--- config.mk ---
export PLATFORM = sky130hd
export DESIGN_NAME = usb_rx_decoder
export DESIGN_NICKNAME = d
export VERILOG_FILES = /design/src/rtl/usb_rx_decoder_pkg.sv /design/src/rtl/usb_rx_decoder_sync2.sv /design/src/rtl/usb_rx_decoder.sv
export SDC_FILE = /design/constraint.sdc
export NUM_CORES = 1
export LEC_CHECK = 0
export CAP_MARGIN = 20
export CORE_ASPECT_RATIO = 0.5
export CORE_MARGIN = 2
export CORE_UTILIZATION = 50
export CTS_CLUSTER_DIAMETER = 50
export DETAILED_ROUTE_END_ITERATION = 8
export GPL_ROUTABILITY_DRIVEN = 0
export PLACE_DENSITY = 0.72
export SLEW_MARGIN = 20
export SYNTH_ARGS = -nofsm -noshare
export SYNTH_HDL_FRONTEND = slang
export SYNTH_SLANG_ARGS = --single-unit
export TNS_END_PERCENT = 20
--- constraint.sdc ---
create_clock -name clk -period 3.93 [get_ports clk]
set_input_delay 0.5895 -clock clk [delete_from_list [all_inputs] [get_ports clk]]
set_output_delay 0.5895 -clock clk [all_outputs]
set_load 0.02 [all_outputs]
--- src/rtl/usb_rx_decoder_pkg.sv ---
// Shared types and constants for the USB receive decoder.
package usb_rx_pkg;

  typedef enum logic [1:0] {
    IDLE     = 2'd0,
    ACTIVE   = 2'd1,
    EOP_WAIT = 2'd2
  } rx_state_e;

  localparam logic [7:0] SYNC_BYTE = 8'h80;
  localparam logic [2:0] MAX_ONES  = 3'd6;

  // NRZI: an unchanged line level between samples encodes a 1.
  function automatic logic nrzi_bit(input logic level, input logic prev_level);
    return ~(level ^ prev_level);
  endfunction

endpackage

--- src/rtl/usb_rx_decoder_sync2.sv ---
// Two-flop synchronizer for one asynchronous line, with a configurable reset level.
module usb_sync2 #(
  parameter logic RST_VAL = 1'b0
) (
  input  logic clk,
  input  logic rst,
  input  logic d,
  output logic q
);

  logic meta_r;
  logic q_r;

  // Two back-to-back flops to settle metastability.
  always_ff @(posedge clk or posedge rst) begin
    if (rst) begin
      meta_r <= RST_VAL;
      q_r    <= RST_VAL;
    end else begin
      meta_r <= d;
      q_r    <= meta_r;
    end
  end

  assign q = q_r;

endmodule

--- src/rtl/usb_rx_decoder.sv ---
// USB full-speed receive path: synchronize, NRZI-decode, unstuff and assemble bytes.
module usb_rx_decoder
  import usb_rx_pkg::*;
#(
  parameter int CLKS_PER_BIT = 8,
  parameter int SAMPLE_PT    = 3
) (
  input  logic       clk,
  input  logic       rst,
  input  logic       d_plus,
  input  logic       d_minus,
  output logic       edge_detect,
  output logic       shift_enable,
  output logic       eop,
  output logic [7:0] rcv_data,
  output logic       byte_received,
  output logic       stuff_err
);

  localparam int            TW       = $clog2(CLKS_PER_BIT);
  localparam logic [TW-1:0] T_LAST   = TW'(CLKS_PER_BIT - 1);
  localparam logic [TW-1:0] T_SAMPLE = TW'(SAMPLE_PT);

  logic          dp_s;
  logic          dm_s;
  logic          dp_prev_r;
  rx_state_e     state_r,    state_nx;
  logic [TW-1:0] timer_r,    timer_nx;
  logic [2:0]    ones_r,     ones_nx;
  logic [2:0]    bitcnt_r,   bitcnt_nx;
  logic [7:0]    shreg_r,    shreg_nx;
  logic          last_r,     last_nx;
  logic [7:0]    rcv_data_r, rcv_data_nx;
  logic          byte_rcv_r, byte_rcv_nx;
  logic          stuff_err_r, stuff_err_nx;
  logic          edge_s;
  logic          sample_s;
  logic          bit_s;
  logic          eop_s;

  usb_sync2 #(.RST_VAL(1'b1)) u_sync_dp (.clk(clk), .rst(rst), .d(d_plus),  .q(dp_s));
  usb_sync2 #(.RST_VAL(1'b0)) u_sync_dm (.clk(clk), .rst(rst), .d(d_minus), .q(dm_s));

  assign edge_s   = dp_s ^ dp_prev_r;
  assign eop_s    = ~dp_s & ~dm_s;
  assign sample_s = (state_r != IDLE) && (timer_r == T_SAMPLE);
  assign bit_s    = nrzi_bit(dp_s, last_r);

  // State register.
  always_ff @(posedge clk or posedge rst) begin
    if (rst) begin
      state_r <= IDLE;
    end else begin
      state_r <= state_nx;
    end
  end

  // Bit timer, unstuffing counters, shift register and registered outputs.
  always_ff @(posedge clk or posedge rst) begin
    if (rst) begin
      dp_prev_r   <= 1'b1;
      timer_r     <= {TW{1'b0}};
      ones_r      <= 3'd0;
      bitcnt_r    <= 3'd0;
      shreg_r     <= 8'h00;
      last_r      <= 1'b1;
      rcv_data_r  <= 8'h00;
      byte_rcv_r  <= 1'b0;
      stuff_err_r <= 1'b0;
    end else begin
      dp_prev_r   <= dp_s;
      timer_r     <= timer_nx;
      ones_r      <= ones_nx;
      bitcnt_r    <= bitcnt_nx;
      shreg_r     <= shreg_nx;
      last_r      <= last_nx;
      rcv_data_r  <= rcv_data_nx;
      byte_rcv_r  <= byte_rcv_nx;
      stuff_err_r <= stuff_err_nx;
    end
  end

  // Next-state and datapath decisions for each receive phase.
  always_comb begin
    state_nx     = state_r;
    ones_nx      = ones_r;
    bitcnt_nx    = bitcnt_r;
    shreg_nx     = shreg_r;
    last_nx      = last_r;
    rcv_data_nx  = rcv_data_r;
    byte_rcv_nx  = 1'b0;
    stuff_err_nx = 1'b0;

    case (state_r)
      IDLE: begin
        if (edge_s) begin
          state_nx  = ACTIVE;
          ones_nx   = 3'd0;
          bitcnt_nx = 3'd0;
          last_nx   = dp_prev_r;
        end else begin
          state_nx  = IDLE;
        end
      end
      ACTIVE: begin
        if (sample_s) begin
          last_nx = dp_s;
          if (eop_s) begin
            // SE0 ends the packet; a partially assembled byte is dropped.
            state_nx  = EOP_WAIT;
            ones_nx   = 3'd0;
            bitcnt_nx = 3'd0;
          end else if (ones_r == MAX_ONES) begin
            ones_nx      = 3'd0;
            stuff_err_nx = bit_s;
          end else begin
            shreg_nx = {bit_s, shreg_r[7:1]};
            ones_nx  = bit_s ? (ones_r + 3'd1) : 3'd0;
            if (bitcnt_r == 3'd7) begin
              rcv_data_nx = {bit_s, shreg_r[7:1]};
              byte_rcv_nx = 1'b1;
              bitcnt_nx   = 3'd0;
            end else begin
              bitcnt_nx   = bitcnt_r + 3'd1;
            end
          end
        end else begin
          state_nx = ACTIVE;
        end
      end
      EOP_WAIT: begin
        if (sample_s) begin
          last_nx = dp_s;
          if (dp_s && !dm_s) begin
            state_nx = IDLE;
          end else begin
            state_nx = EOP_WAIT;
          end
        end else begin
          state_nx = EOP_WAIT;
        end
      end
      default: begin
        state_nx = IDLE;
      end
    endcase
  end

  // Bit timer: parked in IDLE, resynchronized on every line transition.
  always_comb begin
    timer_nx = timer_r;
    if (state_r == IDLE || edge_s) begin
      timer_nx = {TW{1'b0}};
    end else if (timer_r == T_LAST) begin
      timer_nx = {TW{1'b0}};
    end else begin
      timer_nx = timer_r + TW'(1);
    end
  end

  assign edge_detect   = edge_s;
  assign shift_enable  = sample_s;
  assign eop           = eop_s;
  assign rcv_data      = rcv_data_r;
  assign byte_received = byte_rcv_r;
  assign stuff_err     = stuff_err_r;

endmodule
After elaboration in Yosys (flattened, before gate mapping):

Cells that the tools add are included.

* bits of input ports: 4
* logic and storage cells: 81
* output and inout port bits: 13
* register bits: 35

* $add $sub $neg: 3
* multiplexer cells: 31
* equality and inequality tests: 11
* reductions and logical operators: 14
* bitwise operators: 8

Operators with widths (number)
* 2-to-1 mux 3 bit: 11
* 2-to-1 mux 1 bit: 12
* one-hot mux 3 bit (2 select lines): 2
* adder 3 x 1 -> 3 bit, second input constant: 3
* == test 3 bit, second input constant: 3
* 2-to-1 mux 2 bit: 4
* AND reduction 4 bit: 2
* != test 3 bit, second input constant: 2
* one-hot mux 2 bit (3 select lines): 1
* AND reduction 3 bit: 2
* nonzero test 2 bit: 3
* inverter 1 bit: 5
* AND reduction 5 bit: 1
* != test 2 bit, second input constant: 2
* == test 3 x 2 -> 1 bit, second input constant: 1
* == test 2 x 1 -> 1 bit, second input constant: 1
* == test 2 bit, second input constant: 1
* logical AND 1 bit: 2
* logical NOT 2 bit: 1
* != test 2 x 1 -> 1 bit, second input constant: 1
* one-hot mux 1 bit (2 select lines): 1
* OR reduction 2 bit: 1
* XOR 1 bit: 2
* bitwise AND 1 bit: 1
* other kinds (2): 2

Depth between registers and ports, before layout:

* word-level depth: 6
* mapped depth: 6
* mapped depth without buffers: 5

Hierarchy:

From an unflattened synthesis, not the netlist that was laid out.

* cells, all modules: 126
* area, all modules: 1607.8 sq um

Modules (own cells, without submodules)
* usb_rx_decoder: area an instance 1497.7 sq um, cells each 120, sequential area each 753.2 sq um, instances 1
* usb_sync2 (u_sync_dp): area an instance 56.3 sq um, cells each 3, sequential area each 52.6 sq um, instances 1
* usb_sync2 (u_sync_dm): area an instance 53.8 sq um, cells each 3, sequential area each 50.0 sq um, instances 1

Worst setup path before layout:

No wires, ideal clock.

* path kind: register to register
* start point: reg timer_r[0]
* end point: reg rcv_data_r[0], in the netlist rcv_data[0]
* arrival: 1.588 ns
* buffers on the path: 1
* data required time: 3.805 ns
* clock period less this slack: 1.712 ns
* path slack: 2.218 ns
* stages on the path, launching flop included: 7
* library setup time: 0.125 ns
* cells stage by stage: dfrtp_1 -> ha_1 -> ha_1 -> and2b_1 -> buf_4 -> nand4_4 -> mux2_2

* longest elaborated chain between the ends: 3

Ends and longest elaborated chain
* from (decl): RTL line usb_rx_decoder.sv:28 `logic [TW-1:0] timer_r, timer_nx;`
* from (signal assigned): RTL line usb_rx_decoder.sv:62 `timer_r <= {TW{1'b0}};`
* from (signal assigned): RTL line usb_rx_decoder.sv:72 `timer_r <= timer_nx;`
* == test 3 x 2 -> 1 bit: RTL line usb_rx_decoder.sv:46 `assign sample_s = (state_r != IDLE) && (timer_r == T_SAMPLE);`
* logical AND 1 bit: RTL line usb_rx_decoder.sv:46
* via shift_enable: RTL line usb_rx_decoder.sv:13 `output logic shift_enable,`
* AND reduction 5 bit (no line)
* to (signal assigned): RTL line usb_rx_decoder.sv:77 `rcv_data_r <= rcv_data_nx;`
* to (decl): RTL line usb_rx_decoder.sv:33 `logic [7:0] rcv_data_r, rcv_data_nx;`

The timed path passes the listed nets, and every way through them passes these cells.
A chain may end at the register's enable or synchronous reset.

Final worst setup path:

* start point: reg state_r[0]
* end point: out shift_enable

* longest elaborated chain between the ends: 2

Ends and longest elaborated chain
* from (decl): RTL line usb_rx_decoder.sv:27 `rx_state_e state_r, state_nx;`
* from (signal assigned): RTL line usb_rx_decoder.sv:54 `state_r <= state_nx;`
* nonzero test 2 bit: RTL line usb_rx_decoder.sv:46
* logical AND 1 bit: RTL line usb_rx_decoder.sv:46
* to (decl): RTL line usb_rx_decoder.sv:13

No other way between the ends.

==> run metrics <==
status finished clean; IO Port Bufs 16; Reg power frac 0.451; Final Setup Violations 0; Slowest-stage cell, CP clkdlybuf4s50_1; Synth Area in XOR/XNOR 0.02003; Slew Viols, Final 0; Int Power around 680 uW; core box area ~3000 um^2; first-pass GRT wire length 4671 um; largest family of logic cells by synthesized area multiplexers; dpl ws 1438 ps; startpoint types register; synth unique cells 39; Worst Path Arrival between 2000 and 2500 ps; vias in the first global route 988; hold buffer count at cts 0; clk root buf clkbuf_8; worst slew pin tran between 800 and 900 ps; Crit path depth 4; Placed Cells roughly 180; WL met3 between 80 and 90 um; Nets 160; Layout Utilization 0.6301; Max Used Layer met4; routed vias just over 1k; remaining global-route overflow 0; CP top delay family buffers and inverters; Final Hold Viols 0; Avg Inst Size Synth between 10 and 15 um^2; Buf/Inv on CP 2; synthesized-area fraction occupied by and/or/nand/nor cells 0.1086; die width ~85 um; time the worst path needs with I/O delays and setup between 2000 and 3000 ps; DRT met1 WL around 1300 um; cts repair resizes 0; unrepaired setup endpoints after global routing false; router iterations before antenna repair 4; starting density of the core 0.5328; Top FF cell, synth dfrtp_1; number of synthesized register bits 34; Layout area overhead 18.26%; DIE AREA between 3000 and 4000 um^2; Total GRT Usage 0.1643; Yosys top cell area share 0.4622; CTS tree done; WL/cell between 10 and 15 um; Area contributors post-synth dfrtp_1, mux2_2, ha_1; CP cell instances inv_1 -> ha_1 -> and2b_1 -> clkdlybuf4s50_1; final setup skew 6.310 ps; cell depth of the worst flop-to-flop path 5; Skew-Pair Late Insertion Delay about 280 ps; Tightest Hold Check Type register to register; FF-to-FF setup slack 1980 ps; clock buffer depth 2; mapped cell area roughly 1600 um^2; initial antenna violation count 0; PwrDens ~500 nW/um^2; Clk pin slew, worst setup/hold paths approximately 70 ps; P_sw 281.2 uW; final setup TNS 0 ps; Final Non-Filler Cells between 150 and 200; met2 wire len ~1300 um; H-tree lvl count 2; worst stage delay on the critical path approximately 680 ps; Antenna diodes 0; CP Max Fanout 11; adder-cell share of the synthesized area 0.08475; layout cells sized above 1 0.2397; Compound-Gate Fraction of Synth Area 0.07627; DRC viols 0; Peak VDD IR roughly 0.00041 V; Worst EP required about 3300 ps; max-cap violations 0; Via density roughly 5.5; cells after synthesis 125; DRT iter0 DRCs 59; total I/O pin count 17; sequential share of the synthesized area 0.5270; asr flop ratio synth 1.000; Worst slew margin 0.4620; Gate power share 0.237; CP Capture Type output pin; antenna-violating nets left 0; WHS Path Cells 0; Setup CP Type register to output pin; Synth area leader dfrtp_1; number of synthesized flops with an enable pin 0; CTS Buf Count 5; mux share of post-synthesis cell area 0.1341; Routed Wire Length 2712 um; Ys Warns 0; Switching Share 0.2933; Syn Nets 140; clock share of power 0.312; f_max between 0.3 and 0.4 GHz; Leak just over 0.0009 uW; Final Cycle Share 0.7110; CTS sink cnt 34; post-detail-place hpwl 1907 um; pin count of the biggest net entering global routing 23; post-CTS setup buffers 0; filler cell count in the final layout between 200 and 250; Die H 44.30 um; Rows 14; setup ws final between 1000 and 1500 ps
layout by cell type (no fill, tap or decap), drive strengths merged, types with 4 or more instances in the layout:
master,n
clkbuf,8
inv,13
clkdlybuf4s50,16
dfstp,4
mux2,16
ha,11
nand3,4
dfrtp,30
logic make-up after synthesis:
family	after synthesis
adder cells (fa/ha/maj)	11
AND/OR/NAND/NOR	26
buffers and inverters	17
AO/OA/AOI/OAI	16
multiplexers	19
XOR/XNOR	2
flip-flops	34
final cells by class:
| cell class | instances | area (um^2) | share of cell area |
|---|---|---|---|
| clock buffers | 8 | 110.1 | 0.05733 |
| flip-flops and latches | 34 | 855.8 | 0.4456 |
| well taps | 40 | 50.05 | 0.02606 |
| repair buffers | 17 | 167.7 | 0.08730 |
| inverters | 13 | 48.80 | 0.02541 |
| multi-input cells | 74 | 688.2 | 0.3583 |
per-stage QoR:
stage | hold WS [ps] | power [uW] | cell area, um^2
CTS | 362.7 | 964.5 | 1921
global route | 369.5 | 1009 | 1921
global placement | 333.3 | 654.0 | 1810
floorplan | 331.2 | 618.5 | 1624
detailed placement | 345.5 | 665.3 | 1810
finish | 358.1 | 958.5 | 1921
per-layer routing:
layer | vias to the layer above | global-route usage
li1 | 480 | -
met2 | 19 | 0.2630
met3 | 4 | 0.05037
met1 | 511 | 0.2191
met5 | - | 0
met4 | 0 | 0.05714
worst register-to-register path, stage by stage, from the launching register on:
cell	delay, ps
dfrtp_1	400
inv_1	80
ha_1	310
and2b_1	450
nand4_4	260
mux2_2	330
cells in the mapped netlist, types with 3 or more instances:
library cell,count
nor3_1,3
mux2_2,14
a21oi_1,3
o21ai_0,3
nor2_1,3
nand3_1,3
mux2i_1,3
ha_1,11
dfstp_2,4
inv_1,13
dfrtp_1,30
flip-flops by register name, indices dropped and copies added, names as in the netlist:
| register | count |
|---|---|
| u_sync_dp.meta_r | 1 |
| u_sync_dm.meta_r | 1 |
| bitcnt_r | 3 |
| rcv_data | 8 |
| timer_r | 3 |
| shreg_r | 7 |
| u_sync_dm.q | 1 |
| last_r | 1 |
| byte_received | 1 |
| stuff_err | 1 |
| u_sync_dp.q | 1 |
| state_r | 2 |
| ones_r | 3 |
| dp_prev_r | 1 |
power groups by stage:
stage	Sequential, uW	Clock [uW]	Combinational [uW]
after floorplan	427	0	191
after global placement	434	0	220
after detailed placement	439	0	226
after global routing	439	321	249
final	432	299	227
after CTS	433	304	227
path summary, 6_finish.rpt:
| path | from | end |
|---|---|---|
| max | state_r[0] | shift_enable |
| min | u_sync_dm.meta_r | u_sync_dm.q |
| max reg2reg | state_r[0] | rcv_data[6] |
| min reg2reg | u_sync_dm.meta_r | u_sync_dm.q |
| max in group asynchronous | rst | shreg_r[5] |
| min in group asynchronous | rst | ones_r[1] |
(Power assumes the default switching activity.)
